===== config.mk =====
export PLATFORM = sky130hd
export DESIGN_NAME = icache_line_filler_flat
export DESIGN_NICKNAME = d
export VERILOG_FILES = /design/src/rtl/icache_line_filler_if.sv /design/src/rtl/icache_line_filler.sv /design/src/flat_wrapper.sv
export SDC_FILE = /design/constraint.sdc
export NUM_CORES = 1
export LEC_CHECK = 0
export CORE_UTILIZATION = 30
export DETAILED_ROUTE_END_ITERATION = 8
export GPL_ROUTABILITY_DRIVEN = 0
export PLACE_DENSITY = 0.6
export SYNTH_ARGS = -nofsm -noshare
export SYNTH_HDL_FRONTEND = slang
export SYNTH_SLANG_ARGS = --single-unit

===== constraint.sdc =====
create_clock -name clk -period 3.3 [get_ports clk]
set_input_delay 0.33 -clock clk [delete_from_list [all_inputs] [get_ports clk]]
set_output_delay 0.33 -clock clk [all_outputs]
set_load 0.05 [all_outputs]

===== src/rtl/icache_line_filler_if.sv =====
// Refill bus between the ICache, the line filler and the instruction ROM.
// slave: the filler side; master: the cache/ROM side (drives requests and ROM returns).
interface icache_line_filler_if #(
  parameter int BLOCK_SIZE = 32,
  parameter int ADDR_WIDTH = 32
);
  logic                    memRead;
  logic [ADDR_WIDTH-1:0]   memAddress;
  logic                    memBusy;
  logic [BLOCK_SIZE*8-1:0] memReadData;
  logic                    romReq;
  logic [ADDR_WIDTH-1:0]   romAddr;
  logic                    romValid;
  logic [31:0]             romData;

  modport slave (
    input  memRead, memAddress, romValid, romData,
    output memBusy, memReadData, romReq, romAddr
  );

  modport master (
    output memRead, memAddress, romValid, romData,
    input  memBusy, memReadData, romReq, romAddr
  );
endinterface


===== src/rtl/icache_line_filler.sv =====
// ICache line refill engine: reads one block word-by-word from the ROM and
// returns the assembled line, with memBusy high for the whole refill.
module icache_line_filler #(
  parameter int BLOCK_SIZE = 32,
  parameter int ADDR_WIDTH = 32
) (
  input logic                  clk,
  input logic                  rst,
  icache_line_filler_if.slave  bus
);
  localparam int NW = BLOCK_SIZE / 4;
  localparam int IW = $clog2(NW);

  typedef enum logic [1:0] {IDLE, ISSUE, WAIT, COMMIT} state_t;

  state_t                  state, state_nx;
  logic [ADDR_WIDTH-1:0]   base;
  logic [IW-1:0]           idx;
  logic [IW-1:0]           idx_inc;
  logic                    last_word;
  logic [BLOCK_SIZE*8-1:0] line_buf;
  logic [ADDR_WIDTH-1:0]   aligned;
  logic                    busy_r;
  logic [BLOCK_SIZE*8-1:0] data_r;
  logic                    req_r;
  logic [ADDR_WIDTH-1:0]   addr_r;

  assign aligned   = bus.memAddress & ~ADDR_WIDTH'(BLOCK_SIZE - 1);
  assign idx_inc   = idx + 1'b1;
  assign last_word = (idx == IW'(NW - 1));

  assign bus.memBusy     = busy_r;
  assign bus.memReadData = data_r;
  assign bus.romReq      = req_r;
  assign bus.romAddr     = addr_r;

  // State register
  always_ff @(posedge clk) begin
    if (rst) state <= IDLE;
    else     state <= state_nx;
  end

  // Next-state logic
  always_comb begin
    state_nx = state;
    case (state)
      IDLE:    if (bus.memRead) state_nx = ISSUE;
      ISSUE:   state_nx = WAIT;
      WAIT:    if (bus.romValid) state_nx = last_word ? COMMIT : ISSUE;
      COMMIT:  state_nx = IDLE;
      default: state_nx = IDLE;
    endcase
  end

  // Datapath: romReq/romAddr are registered on the edge entering ISSUE so they
  // are valid during the ISSUE cycle itself.
  always_ff @(posedge clk) begin
    if (rst) begin
      base     <= '0;
      idx      <= '0;
      line_buf <= '0;
      busy_r   <= 1'b0;
      data_r   <= '0;
      req_r    <= 1'b0;
      addr_r   <= '0;
    end else begin
      req_r <= 1'b0;
      case (state)
        IDLE: begin
          if (bus.memRead) begin
            base   <= aligned;
            idx    <= '0;
            busy_r <= 1'b1;
            req_r  <= 1'b1;
            addr_r <= aligned;
          end
        end
        WAIT: begin
          if (bus.romValid) begin
            line_buf[{idx, 5'd0} +: 32] <= bus.romData;
            if (!last_word) begin
              idx    <= idx_inc;
              req_r  <= 1'b1;
              addr_r <= base + (ADDR_WIDTH'(idx_inc) << 2);
            end
          end
        end
        COMMIT: begin
          data_r <= line_buf;
          busy_r <= 1'b0;
        end
        default: ;
      endcase
    end
  end
endmodule

===== src/flat_wrapper.sv =====
// flat-port wrapper written by rule: the top's interface ports become plain ports
module icache_line_filler_flat 
#(
  parameter int BLOCK_SIZE = 32,
  parameter int ADDR_WIDTH = 32
)
  (clk, rst, bus_memRead, bus_memAddress, bus_romValid, bus_romData, bus_memBusy, bus_memReadData, bus_romReq, bus_romAddr);
  icache_line_filler_if #(.BLOCK_SIZE(BLOCK_SIZE), .ADDR_WIDTH(ADDR_WIDTH)) bus_i ();
  input logic clk;
  input logic rst;
  input wire logic [$bits(bus_i.memRead)-1:0] bus_memRead;
  input wire logic [$bits(bus_i.memAddress)-1:0] bus_memAddress;
  input wire logic [$bits(bus_i.romValid)-1:0] bus_romValid;
  input wire logic [$bits(bus_i.romData)-1:0] bus_romData;
  output wire logic [$bits(bus_i.memBusy)-1:0] bus_memBusy;
  output wire logic [$bits(bus_i.memReadData)-1:0] bus_memReadData;
  output wire logic [$bits(bus_i.romReq)-1:0] bus_romReq;
  output wire logic [$bits(bus_i.romAddr)-1:0] bus_romAddr;
  assign bus_i.memRead = bus_memRead;
  assign bus_i.memAddress = bus_memAddress;
  assign bus_i.romValid = bus_romValid;
  assign bus_i.romData = bus_romData;
  assign bus_memBusy = bus_i.memBusy;
  assign bus_memReadData = bus_i.memReadData;
  assign bus_romReq = bus_i.romReq;
  assign bus_romAddr = bus_i.romAddr;
  icache_line_filler #(.BLOCK_SIZE(BLOCK_SIZE), .ADDR_WIDTH(ADDR_WIDTH)) u_core (.clk(clk), .rst(rst), .bus(bus_i));
endmodule

==> flow_summary.yaml, run 1 <==
placed_design:
  placed_cell_area_mm2: 0.02549
  place_ws_ns: 0.6922
  portBuffers: 350
  dpl.hpwl_um: 45810
sta:
  post-route-min-period_ns: 3.057
  final-max-slew-violation-count: 0
  fin_crit_sh: 0.9263
  finalHoldViolations: 0
  tns_ns: 0
  slew_headroom: 0.2199
  rsz0062_at_grt: "no"
  setup_viol: 0
  fin_worst_skew_ns: 0.02475
  worst_slew_pin_slew_ns: 1.170
  layout_setup_ws_ns: 0.2433
  max_freq_mhz: 327.2
drt:
  first_iter_violations: 1553
  wl_per_cell_um: 20.10
  avgViaCountPerCell: 5.047
  first_pass_iters: 5
  via_count: 18750
  drc_errors: 0
  wl_um: 74680
  antenna_left: 0
logic_synthesis:
  yosysWarnings: 0
  synth_fa_ha_area_frac: 0.002942
  synthArstFlopShare: 0
  synth_cells: 2507
  syn_area_per_cell_um2: 8.483
  synth_area_leaders: "dfxtp_1 (54%), nand2_1 (13%), a21oi_1 (9.7%)"
  synth_xor_area_frac: 0
  ys_types: 43
  synth.yosys.seq_area_share: 0.5394
  ys_seq_elements: 573
  synthFlopType: "dfxtp_1"
  synth_area_leader_cell: "dfxtp_1"
  synth_compound_area_frac: 0.1687
  synth_edf_count: 0
  synth_top_area_frac: 0.5394
  synth_top_family_by_area: "simple AND/OR/NAND/NOR gates"
  yosys.area_share.simple: 0.1895
  synth.area.mux_share: 0.04659
  syn-cell-area_mm2: 0.02127
cells_and_area:
  fin_nets: 2797
  utilization: 0.3941
  syn2layout_area_growth_pct: 29.77
  postLayoutCellArea_mm2: 0.02760
  drive_gt1_frac: 0.06306
hold_path:
  hold_path_depth: 2
  hold_start: "rst"
  min_to: "u_core.bus.memBusy"
  holdCritPathClass: "in -> reg"
flow_run:
  max_cap_viol_count: 0
setup_path:
  crit_slowest_cell: "clkdlybuf4s50_1"
  cp.required_ns: 2.97
  reg2reg_depth: 8
  r2r_end: "u_core.line_buf[227]"
  ff2ff_setup_slack_ns: 0.68
  path_class: "reg -> out"
  worst_path_dominant_cell_family: "buffers and inverters"
  cp.arrival_ns: 2.73
  crit_buf_inv: 2
  crit_chain: "buf_4 -> clkdlybuf4s50_1"
  path_max_fanout: 81
  worst_setup_path_end_kind: "output port"
  crit_path_start_kind: "register"
  critPathMaxStageDelay_ns: 1.00
  timing.rr.start: "u_core.idx[0]"
global_route:
  antenna_found_initial: 1
  use_met3: 0.04243
  grt_usage: 0.2004
  grt-busiest-layer: "met2"
  grt_use_met2: 0.3124
  grt_overflow: 0
  grt_max_degree: 217
  grt_pass1_vias: 17420
  grt_pass1_wl_um: 109900
  grt_use_met1: 0.2724
pwr:
  p_leak_nw: 9.624
  report.power.total_mw: 15.13
  vdd_drop_max_mv: 0.3474
  power.density_mw_per_mm2: 548.2
floorplan:
  io_pins: 358
  die_w_um: 268.3
  coreArea_mm2: 0.07003
  start_util: 0.3037
  fp.dieH_um: 268.3
  rows: 97
  die_area_mm2: 0.07196
clock_tree:
  root_buffer: "clkbuf_16"
  worstSkewPairLatency_ns: 0.63
  cts_tree: "done"
  cts_sinks: 573
  cts_max_level: 2
  clk_path_buf_depth: 3
  cts_buffers: 61
  post_cts_buffers: 0
  cts_hold_buf: 0
  cts_resized: 0
  clk_pin_slew_ns: 0.06
status:
  outcome: "finished, final reports clean"
-- where the power goes --
part           switching (mW)  internal [mW]  total [mW]
clock                    2.97           4.22        7.19
sequential             0.0457           6.99        7.03
combinational           0.659          0.247       0.906
-- through the flow --
| stage | hold WS [ns] | cells |
|---|---|---|
| CTS | 0.04267 | 3715 |
| floorplan | 0.4285 | 2508 |
| global placement | 0.4364 | 3601 |
| finish | 0.07089 | 3716 |
| detailed placement | 0.4404 | 3601 |
| global route | 0.06822 | 3715 |
-- how the worst max path moves through the flow --
| stage | slack [ns] | depth (start not counted) | to | startpoint |
|---|---|---|---|---|
| after detailed placement | 0.69 | 8 | u_core.line_buf[178] | u_core.idx[0] |
| after global routing | 0.13 | 2 | bus_romAddr[2] | u_core.idx[0] |
| after CTS | 0.20 | 2 | bus_romAddr[2] | u_core.idx[0] |
| final | 0.24 | 2 | bus_romAddr[2] | u_core.idx[0] |
| after floorplan | 0.55 | 11 | u_core.line_buf[90] | u_core.idx[0] |
| after global placement | 0.72 | 8 | u_core.line_buf[240] | u_core.idx[0] |
-- final cells by class --
cell class	instances	area, um2
timing repair buffer	401	4079
clock buffer	85	1768
tap	940	1176
multi-input combinational	1682	8733
inverter	5	23.77
antenna	1	2.502
sequential	573	11470
fill	7086	42430
clock inverter	29	342.8
-- layer usage --
metal / part of all wire / vias up
met3: 0.063 / 115
met2: 0.45 / 548
met4: 0.034 / 0
met1: 0.45 / 9031
li1: - / 9059
met5: 0 / -
-- layout by cell type (no fill, tap or decap), types with 2 or more instances in the layout --
| cell type | n |
|---|---|
| nand2_1 | 755 |
| dfxtp_1 | 572 |
| a21oi_1 | 414 |
| clkdlybuf4s50_1 | 349 |
| o21ai_0 | 129 |
| nand4_1 | 122 |
| mux2i_1 | 99 |
| clkbuf_16 | 62 |
| buf_4 | 36 |
| o311a_1 | 29 |
| a41o_1 | 29 |
| nor3_1 | 27 |
| a311oi_1 | 27 |
| buf_12 | 15 |
| clkinv_2 | 14 |
| clkbuf_8 | 13 |
| clkbuf_1 | 10 |
| nand3_1 | 8 |
| o211ai_1 | 6 |
| bufinv_16 | 6 |
| ha_1 | 5 |
| inv_1 | 4 |
| nor2_1 | 4 |
| clkinvlp_4 | 4 |
| inv_6 | 3 |
| nand2b_1 | 3 |
| and4bb_2 | 2 |
| or3b_2 | 2 |
| nor3_4 | 2 |
| nand3b_1 | 2 |
| conb_1 | 2 |
-- cells in the mapped netlist, drive strengths merged (27+ instances only) --
master / count
a41o: 29
o21ai: 129
buf: 87
nor3: 29
o311a: 29
clkbuf: 161
a21oi: 414
nand4: 123
a311oi: 27
dfxtp: 573
mux2i: 99
nand2: 756
-- worst reg2reg max path, stage by stage, from the launching register on --
cell and delay, ns:
dfxtp_4 0.34, inv_1 0.05, ha_1 0.21, ha_1 0.34, buf_4 0.22, nand4bb_4 0.47, buf_4 0.44, o21ai_0 0.29
a21oi_1 0.09
-- registers in the layout, indices dropped and copies added (netlist names) --
signal and flops:
u_core.idx 2, u_core.line_buf 256, u_core.bus.memReadData 256, u_core.bus.romAddr 28, u_core.bus.romReq 1, u_core.bus.memBusy 1, u_core.state 2, u_core.base 27
-- cell families after synthesis --
kind of cell               Yosys count
buffers and inverters              253
muxes                               99
and+or+nand+nor                    941
AOI/OAI and AO/OA                  635
DFF                                573
other                                1
adders and majority gates            5
(Power assumes the default switching activity.)
==> inputs of run 2 (changes only) <==
--- a/config.mk
+++ b/config.mk
@@ -9,6 +9,7 @@
 export DETAILED_ROUTE_END_ITERATION = 8
 export GPL_ROUTABILITY_DRIVEN = 0
 export PLACE_DENSITY = 0.6
+export RECOVER_POWER = 100
 export SYNTH_ARGS = -nofsm -noshare
 export SYNTH_HDL_FRONTEND = slang
 export SYNTH_SLANG_ARGS = --single-unit
==> run 2 against run 1 <==
- the flow now finishes with violations (max-capacitance violations, max-slew violations)
- fmax shrank 0.55%
- via count shrank 0.14%
- sequential power is essentially flat
- total power shrank 0.19%
- core utilization shrank 0.25 points
- global-route usage is the same
- final cell count is the same
- setup slack lost 0.017 ns
- sequential share of layout area grew 0.27 points
- hold slack lost 0.0011 ns
- critical path type unchanged
- critical endpoint unchanged
- largest power group unchanged
==> flow_summary.yaml, run 2 (synthesis results as in run 1) <==
sta:
  final-max-slew-violation-count: 32
  rsz0062_at_grt: "no"
  tns_ns: 0
  slew_headroom: -0.09912
  worst_slew_pin_slew_ns: 1.649
  fin_worst_skew_ns: 0.02511
  post-route-min-period_ns: 3.074
  whs_ns: 0.06976
  fin_crit_sh: 0.9314
  setup_viol: 0
  finalHoldViolations: 0
  max_freq_mhz: 325.3
cells_and_area:
  fill_cells: 7111
  final_common_cell: "nand2_1"
  syn2layout_area_growth_pct: 28.94
  postLayoutCellArea_mm2: 0.02742
  drive_gt1_frac: 0.05946
  layout_common_cells: "nand2_1 (755), dfxtp_1 (572), a21oi_1 (414), dlygate4sd3_1 (288), o21ai_0 (129)"
  utilization: 0.3916
  fin_nets: 2797
setup_path:
  cp.required_ns: 2.97
  path_max_fanout: 81
  cp.arrival_ns: 2.74
  worst_setup_path_end_kind: "output port"
  path_class: "reg -> out"
  crit_path_start_kind: "register"
drt:
  first_pass_iters: 5
  first_iter_violations: 1542
  avgViaCountPerCell: 5.040
  wl_per_cell_um: 20.10
  antenna_left: 0
  drc_errors: 0
  via_count: 18730
  wl_um: 74680
placed_design:
  placed_cell_area_mm2: 0.02549
  dpl.hpwl_um: 45810
  portBuffers: 350
clock_tree:
  cts_buffers: 61
  cts_resized: 0
  cts_hold_buf: 0
  clk_path_buf_depth: 3
  clk_pin_slew_ns: 0.06
  post_cts_buffers: 0
  cts_tree: "done"
  cts_max_level: 2
  cts_sinks: 573
  worstSkewPairLatency_ns: 0.63
  root_buffer: "clkbuf_16"
pwr:
  p_leak_nw: 10.50
  power.density_mw_per_mm2: 550.7
  vdd_drop_max_mv: 0.3487
  report.power.total_mw: 15.10
floorplan:
  die_area_mm2: 0.07196
  rows: 97
  coreArea_mm2: 0.07003
  io_pins: 358
  fp.dieH_um: 268.3
  die_w_um: 268.3
  start_util: 0.3037
global_route:
  antenna_found_initial: 1
  grt_usage: 0.2004
  grt_pass1_vias: 17420
  grt_pass1_wl_um: 109900
  grt_max_degree: 217
  grt_overflow: 0
status:
  violations: "max-capacitance violations, max-slew violations"
  outcome: "finished, violations left"
flow_run:
  max_cap_viol_count: 1
hold_path:
  holdCritPathClass: "in -> reg"
==> run 2: cell count changes in the layout (fill, tap and decap cells not counted), moves of 3 or more <==
cell             change
buf_12               -7
buf_4               -13
clkbuf_1             +7
clkbuf_2             +9
clkbuf_4             +3
clkdlybuf4s50_1    -288
dlygate4sd3_1      +288
==> run 2: layer usage <==
metal  routed length [um]  GRT usage  vias up  part of all wire
li1                     -          -     9049                 -
met1                33210     0.2724     8992              0.44
met2                33930     0.3124      574              0.45
met3                 5020    0.04243      112             0.067
met4                 2513    0.07042        0             0.034
met5                    0          0        -                 0
==> run 2: power by group <==
group          switching, mW  internal [mW]
Combinational          0.658          0.224
Sequential            0.0430           6.99
Clock                   2.97           4.22
==> run 2: metrics by stage <==
| step | setup slack, ns | cells |
|---|---|---|
| floorplan | 0.5462 | 2508 |
| global placement | 0.7208 | 3601 |
| detailed placement | 0.6922 | 3601 |
| CTS | 0.2013 | 3715 |
| global route | 0.09814 | 3715 |
| finish | 0.2263 | 3716 |
==> run 2: path summary, 6_finish.rpt <==
kind,startpoint,endpoint,slack (ns),depth (start not counted)
hold / removal,rst,u_core.bus.memBusy,0.07,2
setup reg to reg,u_core.idx[0],u_core.line_buf[198],0.28,8
setup / recovery,u_core.idx[0],bus_romAddr[2],0.23,2
hold reg to reg,u_core.line_buf[149],u_core.bus.memReadData[149],0.44,2
==> run 2: worst max-delay path, cell delays in order (launching register included) <==
cell and delay [ns]:
dfxtp_4 0.34, buf_4 0.74, dlygate4sd3_1 1.02
==> run 2: layout make-up <==
class / instances / area, um2 / area share
Sequential cell: 573 / 11470 / 0.4184
Multi-Input combinational cell: 1682 / 8695 / 0.3171
Clock buffer: 85 / 1768 / 0.06447
Clock inverter: 29 / 342.8 / 0.01250
Inverter: 5 / 23.77 / 0.0008669
Antenna cell: 1 / 2.502 / 0.00009125
Tap cell: 940 / 1176 / 0.04289
Timing Repair Buffer: 401 / 3940 / 0.1437
==> variant, RTL diff (config.mk and constraints of run 2) <==
`ADDR_WIDTH` is set to 32 in 3 places; all go to 64.
--- a/src/rtl/icache_line_filler_if.sv
+++ b/src/rtl/icache_line_filler_if.sv
@@ -3,5 +3,5 @@
 interface icache_line_filler_if #(
   parameter int BLOCK_SIZE = 32,
-  parameter int ADDR_WIDTH = 32
+  parameter int ADDR_WIDTH = 64
 );
   logic                    memRead;
--- a/src/rtl/icache_line_filler.sv
+++ b/src/rtl/icache_line_filler.sv
@@ -3,5 +3,5 @@
 module icache_line_filler #(
   parameter int BLOCK_SIZE = 32,
-  parameter int ADDR_WIDTH = 32
+  parameter int ADDR_WIDTH = 64
 ) (
   input logic                  clk,
--- a/src/flat_wrapper.sv
+++ b/src/flat_wrapper.sv
@@ -3,5 +3,5 @@
 #(
   parameter int BLOCK_SIZE = 32,
-  parameter int ADDR_WIDTH = 32
+  parameter int ADDR_WIDTH = 64
 )
   (clk, rst, bus_memRead, bus_memAddress, bus_romValid, bus_romData, bus_memBusy, bus_memReadData, bus_romReq, bus_romAddr);
Ports: changed (resized bus_memAddress and bus_romAddr); port bits go from 358 to 422. No check against the original RTL was run, so the function may have changed too.
==> variant against run 2 <==
- the flow still finishes with violations (capacitance limit, slew limit)
- setup slack improved by 240 ps
- highest routed layer is now met5
- sequential cell count increased by 64
- cell area increased by 13%
- cell count increased by 12%
- clock skew decreased by 6.8 ps
- first-iteration DRC count increased by 12%
- synthesized area increased by 11%
- wire length increased by 12%
- power increased by 16%
- maximum frequency increased by 8.4%
==> variant: results (changes against run 2) <==
Status
The run finished, with violations left. The checks that failed: capacitance limit, slew limit.

Worst setup path
The worst-case register-to-register setup slack came to 460 ps (+180 ps). The maximum net fanout on the critical path was 93 (+15%). The capture point of the worst reg-to-reg path is u_core.line_buf[70].

The signal arrival time at the worst endpoint is 3340 ps (+600 ps). For this design, the slowest cell found on the critical path is clkbuf_4. The largest stage delay on the critical path is 640 ps (-380 ps). The number of cell instances on the worst register-to-register path came to 7 (-1).

Global route
The overall track demand over capacity in global routing is 20.29% (+0.24 points). The number of global-route vias before repair is 19,570 (+12%). The first-pass GRT wire length came to 126.2 mm (+15%).

STA
The slew of the pin with the lowest slew margin is 1534 ps (-114.8 ps). The worst clock skew is 18.36 ps (-6.750 ps). The number of endpoints failing setup at the final stage is 0 (unchanged). The max-slew violation count is 128 (+300%).

Run
The max-capacitance violation count is 2 (+1).

Clock network
The number of levels in the clock H-tree is 3 (+1). The total clock buffers created by CTS was 72 (+18%).

Pwr
The switching share of power came to 25.48% (+1.2 points). The peak supply drop is 0.0003575 V (+2.5%). The leakage component of the power was 11.85 nW (+13%).

Routing
The number of DRC markers in iteration 0 is 1,734 (+12%). The number of detailed-route iterations in the first pass came to 5 (unchanged). The detailed-route via count came to 21,120 (+13%). The total detailed-routing wirelength came to 83.80 mm (+12%).

Final layout
The count of fill cells added during filler insertion is 7,971 (+12%). The share of layout cells above drive strength 1 is 5.534% (-0.41 points). The layout net count is 3,182 (+14%).

Synth
After synthesis, the most frequently instantiated cells are nand2_1, dfxtp_1, a21oi_1. The count of unique library cells instantiated by Yosys is 40 (-7.0%). The sequential cell area fraction in the yosys report is 53.84% (-0.095 points). By area the synthesized netlist is led by dfxtp_1, nand2_1, a21oi_1, mux2i_1, nand4_1.

Worst hold path
The end point of the most critical hold path is u_core.bus.memReadData[221]. The beginning of the worst hold path is rst.

Placement
The final HPWL from detailed placement was 50.62 mm (+11%). The setup slack at placement is 655.6 ps (-36.63 ps). The number of port buffers was 414 (+18%).
==> variant: cell count changes after synthesis, sizes merged <==
cell | before | now
a21oi | 414 | 446
nand2 | 756 | 884
clkbuf | 161 | 192
dfxtp | 573 | 637
buf | 87 | 89
and4bb | 2 | 1
a311oi | 27 | 59
nor3 | 29 | 61
nor4bb | 0 | 1
==> variant: power by group through the flow <==
stage | logic (mW) | registers (mW) | clock network (mW)
finish | 1.36 | 7.91 | 8.21
detailed placement | 1.40 | 8.09 | 0
CTS | 1.41 | 7.92 | 8.44
floorplan | 0.526 | 8.35 | 0
global placement | 1.40 | 8.08 | 0
global route | 1.45 | 7.93 | 8.75
==> variant: metal layers <==
| layer | vias up | wire, um | part of all wire, % | track usage (%) |
|---|---|---|---|---|
| li1 | 10230 | - | - | - |
| met1 | 10100 | 37060 | 44 | 27.24 |
| met2 | 663 | 36400 | 43 | 30.02 |
| met3 | 117 | 7298 | 8.7 | 6.184 |
| met4 | 2 | 3026 | 3.6 | 8.370 |
| met5 | - | 11 | 0.013 | 0 |
==> variant: cell families after synthesis <==
logic type	share of synthesized area [%]
AO/OA/AOI/OAI	17.00
adder cells (fa/ha/maj)	0.2641
buffers and inverters	5.066
flip-flops	53.84
multiplexers	4.184
other	0.01583
AND/OR/NAND/NOR	19.62
==> variant: cell type report <==
| cell class | instances | area (um^2) | area share, % |
|---|---|---|---|
| Sequential cell | 637 | 12750 | 41.31 |
| Multi-Input combinational cell | 1906 | 9796 | 31.73 |
| Timing Repair Buffer | 455 | 4564 | 14.78 |
| Clock buffer | 94 | 2014 | 6.525 |
| Tap cell | 1040 | 1301 | 4.215 |
| Clock inverter | 29 | 414.1 | 1.341 |
| Inverter | 5 | 23.77 | 0.07700 |
| Antenna cell | 2 | 5.005 | 0.01621 |
==> variant: how the worst max path moves through the flow <==
stage	start	endpoint	slack [ps]	depth (start not counted)
2_1_floorplan	u_core.idx[0]	u_core.line_buf[90]	500	11
3_3_place_gp	u_core.idx[1]	u_core.line_buf[70]	680	7
3_5_place_dp	u_core.idx[1]	u_core.line_buf[78]	660	7
4_1_cts	u_core.idx[1]	u_core.line_buf[78]	630	7
5_1_grt	u_core.idx[0]	u_core.line_buf[73]	220	7
6_report	u_core.idx[0]	u_core.line_buf[70]	460	7
==> variant: stage by stage <==
step / power, mW / instance area [um^2] / std cells / util, % / hold slack, ps
2_1_floorplan: 8.873 / 23690 / 2829 / - / 428.5
3_3_place_gp: 9.486 / 28530 / 4043 / 36.65 / 435.6
3_5_place_dp: 9.489 / 28530 / 4043 / 36.65 / 439.4
4_1_cts: 17.77 / 30960 / 4166 / 39.77 / 20.56
5_1_grt: 18.13 / 30870 / 4166 / 39.65 / 39.81
6_report: 17.49 / 30870 / 4168 / 39.66 / 50.38
